<file path="config.mk">
export PLATFORM = sky130hd
export DESIGN_NAME = change_dispenser_flat
export DESIGN_NICKNAME = d
export VERILOG_FILES = /design/src/rtl/change_dispenser_if.sv /design/src/rtl/change_dispenser.sv /design/src/flat_wrapper.sv
export SDC_FILE = /design/constraint.sdc
export NUM_CORES = 1
export LEC_CHECK = 0
export BUFFER_PORTS_ARGS = -buffer_cell sky130_fd_sc_hd__buf_2
export CAP_MARGIN = 0
export CORE_UTILIZATION = 64
export CTS_CLUSTER_DIAMETER = 60
export DETAILED_ROUTE_END_ITERATION = 12
export MAX_ROUTING_LAYER = met4
export PLACE_DENSITY = 0.86
export SLEW_MARGIN = 5
export SYNTH_ARGS = -nofsm -noshare
export SYNTH_HDL_FRONTEND = slang
export SYNTH_SLANG_ARGS = --single-unit
</file>
<file path="constraint.sdc">
create_clock -name clk -period 9.78 [get_ports clk]
set_input_delay 1.467 -clock clk [delete_from_list [all_inputs] [get_ports clk]]
set_output_delay 1.467 -clock clk [all_outputs]
set_load 0.01 [all_outputs]
</file>
<file path="src/rtl/change_dispenser_if.sv">
// Bundles the balance request and the coin-out handshake of the change dispenser.
// The master side is the dispenser; the slave side is the credit logic plus coin mechanism.
interface change_dispenser_if #(
  parameter int COUNT_W = 8
) ();
  logic               start;
  logic [3:0]         bal_0;
  logic [3:0]         bal_1;
  logic [3:0]         bal_2;
  logic [3:0]         bal_3;
  logic               coin_ready;
  logic               coin_valid;
  logic [2:0]         coin_code;
  logic               busy;
  logic               done;
  logic               err;
  logic [13:0]        remain;
  logic [COUNT_W-1:0] coin_count;

  modport master (
    input  start, bal_0, bal_1, bal_2, bal_3, coin_ready,
    output coin_valid, coin_code, busy, done, err, remain, coin_count
  );

  modport slave (
    output start, bal_0, bal_1, bal_2, bal_3, coin_ready,
    input  coin_valid, coin_code, busy, done, err, remain, coin_count
  );
endinterface

</file>
<file path="src/rtl/change_dispenser.sv">
// Pays out a four-digit BCD balance as coins, largest first (50, 20, 10, 5),
// one coin per ready/valid transfer; reports unpayable residue or bad digits via err.
module change_dispenser #(
  parameter int COUNT_W = 8
) (
  input  logic                 clk,
  input  logic                 rst,
  change_dispenser_if.master   bus
);

  typedef enum logic [2:0] {
    IDLE,
    LOAD,
    SELECT,
    OFFER,
    DONE
  } state_e;

  localparam logic [2:0] CODE_5  = 3'b000;
  localparam logic [2:0] CODE_10 = 3'b001;
  localparam logic [2:0] CODE_20 = 3'b011;
  localparam logic [2:0] CODE_50 = 3'b100;

  state_e             state_q;
  logic [15:0]        digits_q;
  logic [13:0]        remain_q;
  logic [2:0]         code_q;
  logic               valid_q;
  logic               busy_q;
  logic               done_q;
  logic               err_q;
  logic [COUNT_W-1:0] count_q;

  logic               digits_ok;
  logic [13:0]        load_d;
  logic               pick_ok;
  logic [2:0]         pick_code;
  logic [13:0]        offer_val;
  logic [COUNT_W-1:0] count_d;

  assign digits_ok = (bus.bal_0 <= 4'd9) && (bus.bal_1 <= 4'd9) &&
                     (bus.bal_2 <= 4'd9) && (bus.bal_3 <= 4'd9);

  // Binary balance from the digits captured when start was accepted.
  assign load_d = ({10'd0, digits_q[15:12]} * 14'd1000) +
                  ({10'd0, digits_q[11:8]}  * 14'd100)  +
                  ({10'd0, digits_q[7:4]}   * 14'd10)   +
                   {10'd0, digits_q[3:0]};

  assign count_d = (&count_q) ? count_q : count_q + {{(COUNT_W-1){1'b0}}, 1'b1};

  always_comb begin
    pick_ok   = 1'b1;
    pick_code = CODE_5;
    if (remain_q >= 14'd50) begin
      pick_code = CODE_50;
    end else if (remain_q >= 14'd20) begin
      pick_code = CODE_20;
    end else if (remain_q >= 14'd10) begin
      pick_code = CODE_10;
    end else if (remain_q >= 14'd5) begin
      pick_code = CODE_5;
    end else begin
      pick_ok = 1'b0;
    end
  end

  always_comb begin
    offer_val = 14'd5;
    case (code_q)
      CODE_50: offer_val = 14'd50;
      CODE_20: offer_val = 14'd20;
      CODE_10: offer_val = 14'd10;
      default: offer_val = 14'd5;
    endcase
  end

  // All visible outputs are registered alongside the state so that none of
  // them depends combinationally on start, the digits or coin_ready.
  always_ff @(posedge clk or posedge rst) begin
    if (rst) begin
      state_q  <= IDLE;
      digits_q <= '0;
      remain_q <= '0;
      code_q   <= CODE_5;
      valid_q  <= 1'b0;
      busy_q   <= 1'b0;
      done_q   <= 1'b0;
      err_q    <= 1'b0;
      count_q  <= '0;
    end else begin
      done_q <= 1'b0;
      case (state_q)
        IDLE: begin
          if (bus.start) begin
            busy_q <= 1'b1;
            if (digits_ok) begin
              err_q    <= 1'b0;
              count_q  <= '0;
              digits_q <= {bus.bal_3, bus.bal_2, bus.bal_1, bus.bal_0};
              state_q  <= LOAD;
            end else begin
              err_q    <= 1'b1;
              remain_q <= '0;
              done_q   <= 1'b1;
              state_q  <= DONE;
            end
          end
        end
        LOAD: begin
          remain_q <= load_d;
          state_q  <= SELECT;
        end
        SELECT: begin
          if (pick_ok) begin
            code_q  <= pick_code;
            valid_q <= 1'b1;
            state_q <= OFFER;
          end else begin
            // A nonzero balance below the smallest coin cannot be paid out.
            if (remain_q != 14'd0) begin
              err_q <= 1'b1;
            end
            done_q  <= 1'b1;
            state_q <= DONE;
          end
        end
        OFFER: begin
          if (bus.coin_ready) begin
            remain_q <= remain_q - offer_val;
            count_q  <= count_d;
            valid_q  <= 1'b0;
            state_q  <= SELECT;
          end
        end
        DONE: begin
          busy_q  <= 1'b0;
          state_q <= IDLE;
        end
        default: begin
          valid_q <= 1'b0;
          busy_q  <= 1'b0;
          state_q <= IDLE;
        end
      endcase
    end
  end

  assign bus.coin_valid = valid_q;
  assign bus.coin_code  = code_q;
  assign bus.busy       = busy_q;
  assign bus.done       = done_q;
  assign bus.err        = err_q;
  assign bus.remain     = remain_q;
  assign bus.coin_count = count_q;

endmodule

</file>
<file path="src/flat_wrapper.sv">
// flat-port wrapper written by rule: the top's interface ports become plain ports
module change_dispenser_flat 
#(
  parameter int COUNT_W = 8
)
  (clk, rst, bus_start, bus_bal_0, bus_bal_1, bus_bal_2, bus_bal_3, bus_coin_ready, bus_coin_valid, bus_coin_code, bus_busy, bus_done, bus_err, bus_remain, bus_coin_count);
  change_dispenser_if #(.COUNT_W(COUNT_W)) bus_i ();
  input  logic clk;
  input  logic rst;
  input wire logic [$bits(bus_i.start)-1:0] bus_start;
  input wire logic [$bits(bus_i.bal_0)-1:0] bus_bal_0;
  input wire logic [$bits(bus_i.bal_1)-1:0] bus_bal_1;
  input wire logic [$bits(bus_i.bal_2)-1:0] bus_bal_2;
  input wire logic [$bits(bus_i.bal_3)-1:0] bus_bal_3;
  input wire logic [$bits(bus_i.coin_ready)-1:0] bus_coin_ready;
  output wire logic [$bits(bus_i.coin_valid)-1:0] bus_coin_valid;
  output wire logic [$bits(bus_i.coin_code)-1:0] bus_coin_code;
  output wire logic [$bits(bus_i.busy)-1:0] bus_busy;
  output wire logic [$bits(bus_i.done)-1:0] bus_done;
  output wire logic [$bits(bus_i.err)-1:0] bus_err;
  output wire logic [$bits(bus_i.remain)-1:0] bus_remain;
  output wire logic [$bits(bus_i.coin_count)-1:0] bus_coin_count;
  assign bus_i.start = bus_start;
  assign bus_i.bal_0 = bus_bal_0;
  assign bus_i.bal_1 = bus_bal_1;
  assign bus_i.bal_2 = bus_bal_2;
  assign bus_i.bal_3 = bus_bal_3;
  assign bus_i.coin_ready = bus_coin_ready;
  assign bus_coin_valid = bus_i.coin_valid;
  assign bus_coin_code = bus_i.coin_code;
  assign bus_busy = bus_i.busy;
  assign bus_done = bus_i.done;
  assign bus_err = bus_i.err;
  assign bus_remain = bus_i.remain;
  assign bus_coin_count = bus_i.coin_count;
  change_dispenser #(.COUNT_W(COUNT_W)) u_core (.clk(clk), .rst(rst), .bus(bus_i));
endmodule
</file>
Word-level counts from Yosys, hierarchy flattened

Cells that the tools add are included.

Register bits: 48
Word-level logic and storage cells: 96
Output and inout bits: 29
Input bits: 20

Add/sub/neg operators: 5
$lt $le $gt $ge: 8
Bitwise operators: 2
Equality and inequality tests: 15
$mul: 3
Reduce and logical (&&, ||, !) cells: 19
Multiplexer cells: 35

Operators by type and width:

| cell                                                               | count |
|---|---|
| 2-to-1 mux 14 bit                                                  | 3 |
| case mux 14 bit (3 select lines)                                   | 1 |
| 2-to-1 mux 8 bit                                                   | 4 |
| 2-to-1 mux 3 bit                                                   | 6 |
| case mux 6 bit (3 select lines)                                    | 1 |
| less-or-equal comparator 4 bit, second input constant              | 4 |
| case mux 8 bit (2 select lines)                                    | 1 |
| adder 14 x 11 -> 14 bit                                            | 1 |
| adder 14 x 4 -> 14 bit                                             | 1 |
| adder 14 x 8 -> 14 bit                                             | 1 |
| greater-or-equal comparator 14 x 3 -> 1 bit, second input constant | 1 |
| greater-or-equal comparator 14 x 4 -> 1 bit, second input constant | 1 |
| greater-or-equal comparator 14 x 5 -> 1 bit, second input constant | 1 |
| greater-or-equal comparator 14 x 6 -> 1 bit, second input constant | 1 |
| 2-to-1 mux 1 bit                                                   | 14 |
| nonzero test 14 bit                                                | 1 |
| subtractor 14 x 6 -> 14 bit                                        | 1 |
| case mux 3 bit (4 select lines)                                    | 1 |
| multiplier 4 x 7 -> 11 bit, second input constant                  | 1 |
| inequality test 2 bit, second input constant                       | 5 |
| equality test 3 x 2 -> 1 bit, second input constant                | 3 |
| multiplier 4 x 5 -> 9 bit, second input constant                   | 1 |
| adder 8 x 1 -> 8 bit, second input constant                        | 1 |
| AND reduction 4 bit                                                | 2 |
| other kinds (16)                                                   | 30 |

Logic depth before layout (Yosys ltp)

Gate-level depths: netlist (run 1).

Depth in word-level cells: 7
Mapped depth: 18
Depth with buffers taken out: 18

Worst setup path after synthesis (run 1)

No wires, ideal clock.

Path kind: register to register
Start: register u_core.digits_q[14]
End: register u_core.remain_q[13] (netlist: u_core.bus.remain[13])
Stages on the path, launching flop included: 19
Data arrival time: 4.526 ns
Clock period less this slack: 4.662 ns
Buffers on the path: 0
Library setup time: 0.136 ns
Data required time: 9.644 ns
Path slack: 5.118 ns
Path through: dfrtp_1 fa_1 inv_1 fa_1 inv_1 ha_1 nor2b_1 o21ai_0 nand2_1 xnor2_1 ha_1 ha_1 ha_1 and2_1 and3_1 a2111oi_2 xor2_1 xnor2_1 o21ai_0

Cells in the longest elaborated chain, start to end: 5

Ends and longest elaborated chain:

| item                             | line                    | text |
|---|---|---|
| start, declared                  | change_dispenser.sv:25  | `logic [15:0] digits_q;` |
| start signal, assigned           | change_dispenser.sv:100 | `digits_q <= {bus.bal_3, bus.bal_2, bus.bal_1, bus.bal_0};` |
| multiplier 4 x 7 -> 11 bit       | change_dispenser.sv:45  | `assign load_d = ({10'd0, digits_q[15:12]} * 14'd1000) +` |
| adder 14 x 11 -> 14 bit          | change_dispenser.sv:45  |  |
| adder 14 x 8 -> 14 bit           | change_dispenser.sv:46  | `({10'd0, digits_q[11:8]} * 14'd100) +` |
| adder 14 x 4 -> 14 bit           | change_dispenser.sv:47  | `({10'd0, digits_q[7:4]} * 14'd10) +` |
| case mux 14 bit (3 select lines) | change_dispenser.sv:93  | `case (state_q)` |
| end signal, assigned             | change_dispenser.sv:111 | `remain_q <= load_d;` |
| end signal, assigned             | change_dispenser.sv:130 | `remain_q <= remain_q - offer_val;` |
| end, declared                    | change_dispenser.sv:26  | `logic [13:0] remain_q;` |

Every way passes these cells.
A chain may end at the register's enable or synchronous reset.

Final worst setup path (run 1)

Ends and elaborated chain as after synthesis.

==> results of run 1 <==
## registers in the layout, summed over array words and instances, names as in the netlist
signal,flops
u_core.bus.coin_count,8
u_core.state_q,3
u_core.bus.coin_code,3
u_core.bus.done,1
u_core.digits_q,16
u_core.bus.err,1
u_core.bus.busy,1
u_core.bus.remain,14
u_core.bus.coin_valid,1
## worst max-delay path, stage by stage (launching register included)
cell	delay [ns]
dfrtp_1	0.48
fa_1	0.61
inv_1	0.11
fa_1	0.55
inv_1	0.05
ha_1	0.34
nor2b_1	0.14
o21ai_0	0.19
nand2_1	0.10
xnor2_1	0.13
ha_1	0.28
ha_1	0.30
ha_1	0.36
and2_1	0.17
and3_1	0.19
a2111oi_2	0.38
xor2_1	0.20
xnor2_1	0.13
o21ai_0	0.08
## Yosys cell counts, types with 2 or more instances
library cell and count:
inv_1 47, a31oi_1 3, o21ai_0 35, o21ai_1 6, or3_1 4, clkbuf_1 4, nor2b_1 5, fa_1 18
mux2_2 11, nand2_1 37, nand2b_1 4, nand3_1 11, nand4_1 2, ha_1 58, nor4_1 3, xor2_1 7
o221ai_1 2, o22ai_1 2, xnor2_1 19, o21a_1 6, dfrtp_1 48, a221oi_1 2, nor3_1 6, a211oi_1 3
a21oi_1 22, nor3b_1 2, a22oi_1 4, o32a_1 2, nor2_1 38, buf_2 6, a21o_1 5, o31ai_1 3
and2_1 7, and3_1 2, nand3b_1 4
## layout make-up
type,count,share of cell area [%]
timing repair buffer,50,5.50
sequential,48,25.9
tap,77,2.08
multi-input combinational,354,60.4
clock inverter,2,0.756
clock buffer,6,1.57
inverter,47,3.80
## cell families after synthesis
family | Yosys count | synth area share, %
buffers and inverters | 60 | 5.76
DFF | 48 | 28.4
AOI/OAI and AO/OA | 107 | 15.9
xor gates and xnor gates | 26 | 5.38
adders and majority gates | 76 | 25.6
muxes | 12 | 3.16
and+or+nand+nor | 133 | 15.8
## per-layer routing
metal  GRT usage [%]  wire length, um  up-vias
met3            4.27              458       11
met5               -                0        -
met4            6.74              102        0
met2            46.9             4360      104
met1            33.9             3880     1679
li1                -                -     1702
## stage by stage
stage / cell area, um2 / util, % / cells / worst slack [ns] / hold WS [ns]
6_report: 4640 / 72.6 / 584 / 4.84 / 0.513
4_1_cts: 4640 / 72.6 / 584 / 4.81 / 0.513
2_1_floorplan: 4240 / - / 462 / 5.12 / 0.481
5_1_grt: 4640 / 72.6 / 584 / 4.51 / 0.548
3_3_place_gp: 4530 / 70.9 / 576 / 5.00 / 0.490
3_5_place_dp: 4530 / 70.9 / 576 / 4.83 / 0.487
## worst max path at each step
| stage | to | slack [ns] | cells after the start |
|---|---|---|---|
| 5_1_grt | u_core.bus.remain[13] | 4.51 | 18 |
| 4_1_cts | u_core.bus.remain[13] | 4.81 | 18 |
| 3_5_place_dp | u_core.bus.remain[13] | 4.83 | 18 |
| 6_report | u_core.bus.remain[13] | 4.84 | 18 |
| 2_1_floorplan | u_core.bus.remain[13] | 5.12 | 18 |
| 3_3_place_gp | u_core.bus.remain[13] | 5.00 | 18 |
==> impl_metrics.yaml, run 1 <==
timing:
  finalMaxSlewViolations: 0
  max_freq_mhz: 202
  min_period_ns: 4.94
  worst_pin_slew_ns: 1.10
  rsz0062_at_grt: "false"
  setup_violations: 0
  hold_viol: 0
  relSlewSlack_pct: 26.4
  finalSetupTns_ns: 0
  fin_crit_sh_pct: 50.5
  skew_ns: 0.0134
setup_path:
  rr_worst_depth: 18
  end_kind: "flop"
  rrSetupSlack_ns: 4.84
  cp_data_required_time_ns: 9.95
  rr_endpoint: "u_core.bus.remain[13]"
  critPathLaunchType: "flop"
  worst-path-max-fanout: 6
  worstSetupStartpoint: "u_core.digits_q[14]"
  r2r-start: "u_core.digits_q[14]"
  arrival_ns: 5.11
  worstSetupPathType: "flop to flop"
clocking:
  cts-buffers-inserted: 5
  root_buffer: "clkbuf_8"
  htreeDepth: 2
  clk_latency_ns: 0.31
  cts_hold_buf: 0
  post_cts_buffers: 0
  post_cts_resized: 0
  clk_pin_slew_ns: 0.09
  cts.sinks: 48
  cts_tree: "built"
  cts_buffer_depth: 2
placement:
  numPortBuffers: 48
  dp_hpwl_um: 6910
  gp_congestion: 0.893
floorplanning:
  die-area_um2: 6950
  die_w_um: 83.4
  row_count: 29
  ioPinCount: 49
  fp.coreArea_um2: 6390
  start_util_pct: 66.3
  fp.dieH_um: 83.4
final_layout:
  drive_gt1_share_pct: 15.2
  multi_input_area_um2: 2800
  layout_commonest_cell: "ha_1"
  syn2layout_area_growth_pct: 9.48
  layout_common_cells: "ha_1, buf_2, dfrtp_1, inv_1"
  fin_nets: 602
  fillers: 497
  seq_area_um2: 1200
  insertedDiodeCount: 0
drt:
  viasPerCell: 5.99
  wl_per_cell_um: 15.1
  drcViolationCount: 0
  firstDrtPassIters: 5
  via_count: 3496
  ant_nets: 0
  drt_wl_total_um: 8800
  drt_iter0_drc: 136
yosys:
  synth_top_area_share_pct: 28.4
  synth.yosys.seq_area_share_pct: 28.4
  ys_top_cells_by_area: "dfrtp_1, ha_1, fa_1"
  synth_top_area_cell: "dfrtp_1"
  synth_seq_cells: 48
  synth_fp_nets: 558
  synth_ff_type: "dfrtp_1"
  syn_area_um2: 4240
  syn_avg_cell_area_um2: 9.17
  synth_cell_types: 59
  syn_inst: 462
  synthArstFlopShare_pct: 100
  yosysWarnings: 0
  synth_edf_count: 0
worst_hold_path:
  whs_path_depth: 2
  holdPathEnd: "u_core.bus.coin_valid"
  hold_start: "u_core.bus.coin_valid"
  hold_class: "flop to flop"
global_routing:
  antenna_found_initial: 0
  grt_pass1_vias: 3426
  grt_start_max_net_pins: 49
  grt.total_usage_pct: 27.3
  grt_pass1_wl_um: 15000
  grt-ovfl-total: 0
run_status:
  status: "finished, final reports clean"
flow_run:
  drv_cap: 0
Power of run 1 is left out: the tool's default activity adds up to more than one toggle a clock period on the data nets, which glitch-free logic cannot reach.
==> inputs of run 2 (changes only) <==
- ABC_AREA: unset -> 1
- CORE_UTILIZATION: 64 -> 60
- PLACE_DENSITY: 0.86 -> 0.81
- clock period: 9.78 -> 4.78 ns (I/O delays scaled with it)
==> impl_metrics.yaml, run 2 <==
final_layout:
  largest_reg_flops: 16
  drive_gt1_share_pct: 12.6
  layout_common_cells: "nand2_1, inv_1, ha_1, nor2_1"
  fillers: 631
  multi_input_area_um2: 2970
  top_register: "u_core.digits_q"
  seq_area_um2: 1200
  insertedDiodeCount: 0
  syn2layout_area_growth_pct: 9.85
  layout_commonest_cell: "nand2_1"
  fin_nets: 770
global_routing:
  grt_pass1_wl_um: 16100
  grt.total_usage_pct: 26.7
  antenna_found_initial: 0
  grt_start_max_net_pins: 49
  grt-ovfl-total: 0
  grt_pass1_vias: 3777
setup_path:
  cp_slowest_stage_delay_ns: 0.61
  cp_num_buf_inv: 2
  path_cells: "fa_2, inv_1, fa_1, inv_1, ha_1, a21oi_1, nand2_1, xor2_1, ha_1, ha_1, ha_1, a21o_1, a21oi_1, nand3_1, nand2_1, nand2_1, nor2_1, nor2_1, nor2_1"
  cp_common_cell: "ha_1"
  slowest_stage: "fa_2"
  worstSetupPathType: "flop to flop"
  crit_family: "adder cells"
  cp_data_required_time_ns: 5.03
  critPathLaunchType: "flop"
  end_kind: "flop"
  worst-path-max-fanout: 6
  arrival_ns: 4.59
yosys:
  synth_cell_types: 40
  syn_area_um2: 4610
  synth_most_common_cell: "nand2_1"
  yosysWarnings: 0
  syn_inst: 626
  synth_top_area_share_pct: 26.1
  syn_avg_cell_area_um2: 7.37
  synth.area.mux_share_pct: 0
  synth.yosys.seq_area_share_pct: 26.1
  synthArstFlopShare_pct: 100
  ys_top_cells_by_count: "nand2_1, inv_1, ha_1"
  synth-compound-area-share_pct: 10.3
  synthXorXnorAreaFrac_pct: 1.90
  synth_fp_nets: 722
  synth_edf_count: 0
  synthAdderAreaFrac_pct: 23.6
  ys_top_cells_by_area: "dfrtp_1, ha_1, nand2_1"
  synth_top_area_cell: "dfrtp_1"
  synth_ff_type: "dfrtp_1"
  synth_top_family_by_area: "simple AND/OR/NAND/NOR gates"
  synthSimpleGateAreaFrac_pct: 28.5
  synth_seq_cells: 48
drt:
  firstDrtPassIters: 5
  drcViolationCount: 0
  via_count: 4086
  drt_iter0_drc: 241
  drt_wl_total_um: 10100
  viasPerCell: 5.28
  wl_per_cell_um: 13.0
  ant_nets: 0
timing:
  fin_crit_sh_pct: 90.7
  setup_violations: 0
  rsz0062_at_grt: "false"
  finalSetupTns_ns: 0
  hold_viol: 0
  setup_ws_ns: 0.442
  worst_pin_slew_ns: 1.01
  finalMaxSlewViolations: 0
  skew_ns: 0.00923
  relSlewSlack_pct: 32.7
  max_freq_mhz: 231
  min_period_ns: 4.34
clocking:
  post_cts_buffers: 0
  cts_buffer_depth: 2
  clk_pin_slew_ns: 0.10
  clk_latency_ns: 0.31
  htreeDepth: 2
  cts-buffers-inserted: 5
  cts_hold_buf: 0
  root_buffer: "clkbuf_8"
  post_cts_resized: 0
  cts.sinks: 48
  cts_tree: "built"
floorplanning:
  start_util_pct: 62.9
  fp.coreArea_um2: 7330
  die-area_um2: 8040
  die_w_um: 89.7
  ioPinCount: 49
  fp.dieH_um: 89.7
  row_count: 31
placement:
  dp_hpwl_um: 8060
  pre_cts_ws_ns: 0.381
  gp_congestion: 0.888
  numPortBuffers: 48
worst_hold_path:
  hold_class: "flop to flop"
flow_run:
  drv_cap: 0
run_status:
  status: "finished, final reports clean"
[run 2: cell type report]
class	instances	area share [%]
Clock buffer	5	1.36
Clock inverter	3	1.36
Inverter	105	7.83
Multi-Input combinational cell	466	58.5
Sequential cell	48	23.7
Tap cell	99	2.45
Timing Repair Buffer	48	4.74
[run 2: worst min-delay path, cell delays in order (launching register included)]
cell and delay [ns]:
dfrtp_1 0.35, nand2_1 0.05, nand2_1 0.04
[run 2: logic make-up after synthesis]
family                     count (synthesis)
AOI/OAI and AO/OA                         83
xor gates and xnor gates                  10
adders and majority gates                 76
buffers and inverters                    112
DFF                                       48
and+or+nand+nor                          297
[run 2: final timing paths]
check	endpoint	start	cells after the start	slack, ns
worst min register to register	u_core.bus.coin_valid	u_core.bus.coin_valid	2	0.48
max in group asynchronous	u_core.bus.remain[3]	rst	2	3.52
min in group asynchronous	u_core.bus.done	rst	2	0.64
worst max register to register	u_core.bus.remain[12]	u_core.digits_q[14]	19	0.44
worst min-delay path	u_core.bus.coin_valid	u_core.bus.coin_valid	2	0.48
worst max-delay path	u_core.bus.remain[12]	u_core.digits_q[14]	19	0.44
[run 2: metrics by stage]
step | hold WS, ns | cells | util (%) | area, um2
3_5_place_dp | 0.462 | 766 | 67.2 | 4920
6_report | 0.476 | 774 | 69.1 | 5060
4_1_cts | 0.486 | 774 | 69.1 | 5060
5_1_grt | 0.524 | 774 | 69.1 | 5060
3_3_place_gp | 0.452 | 766 | 67.2 | 4920
2_1_floorplan | 0.448 | 626 | - | 4610
[run 2: layer usage]
metal	track usage (%)	part of all wire, %	up-vias
met5	-	0	-
met4	6.20	1.2	0
met3	3.11	3.3	13
met2	46.6	50	80
met1	33.2	45	1884
li1	-	-	2109
Power of run 2 is left out for the same reason.
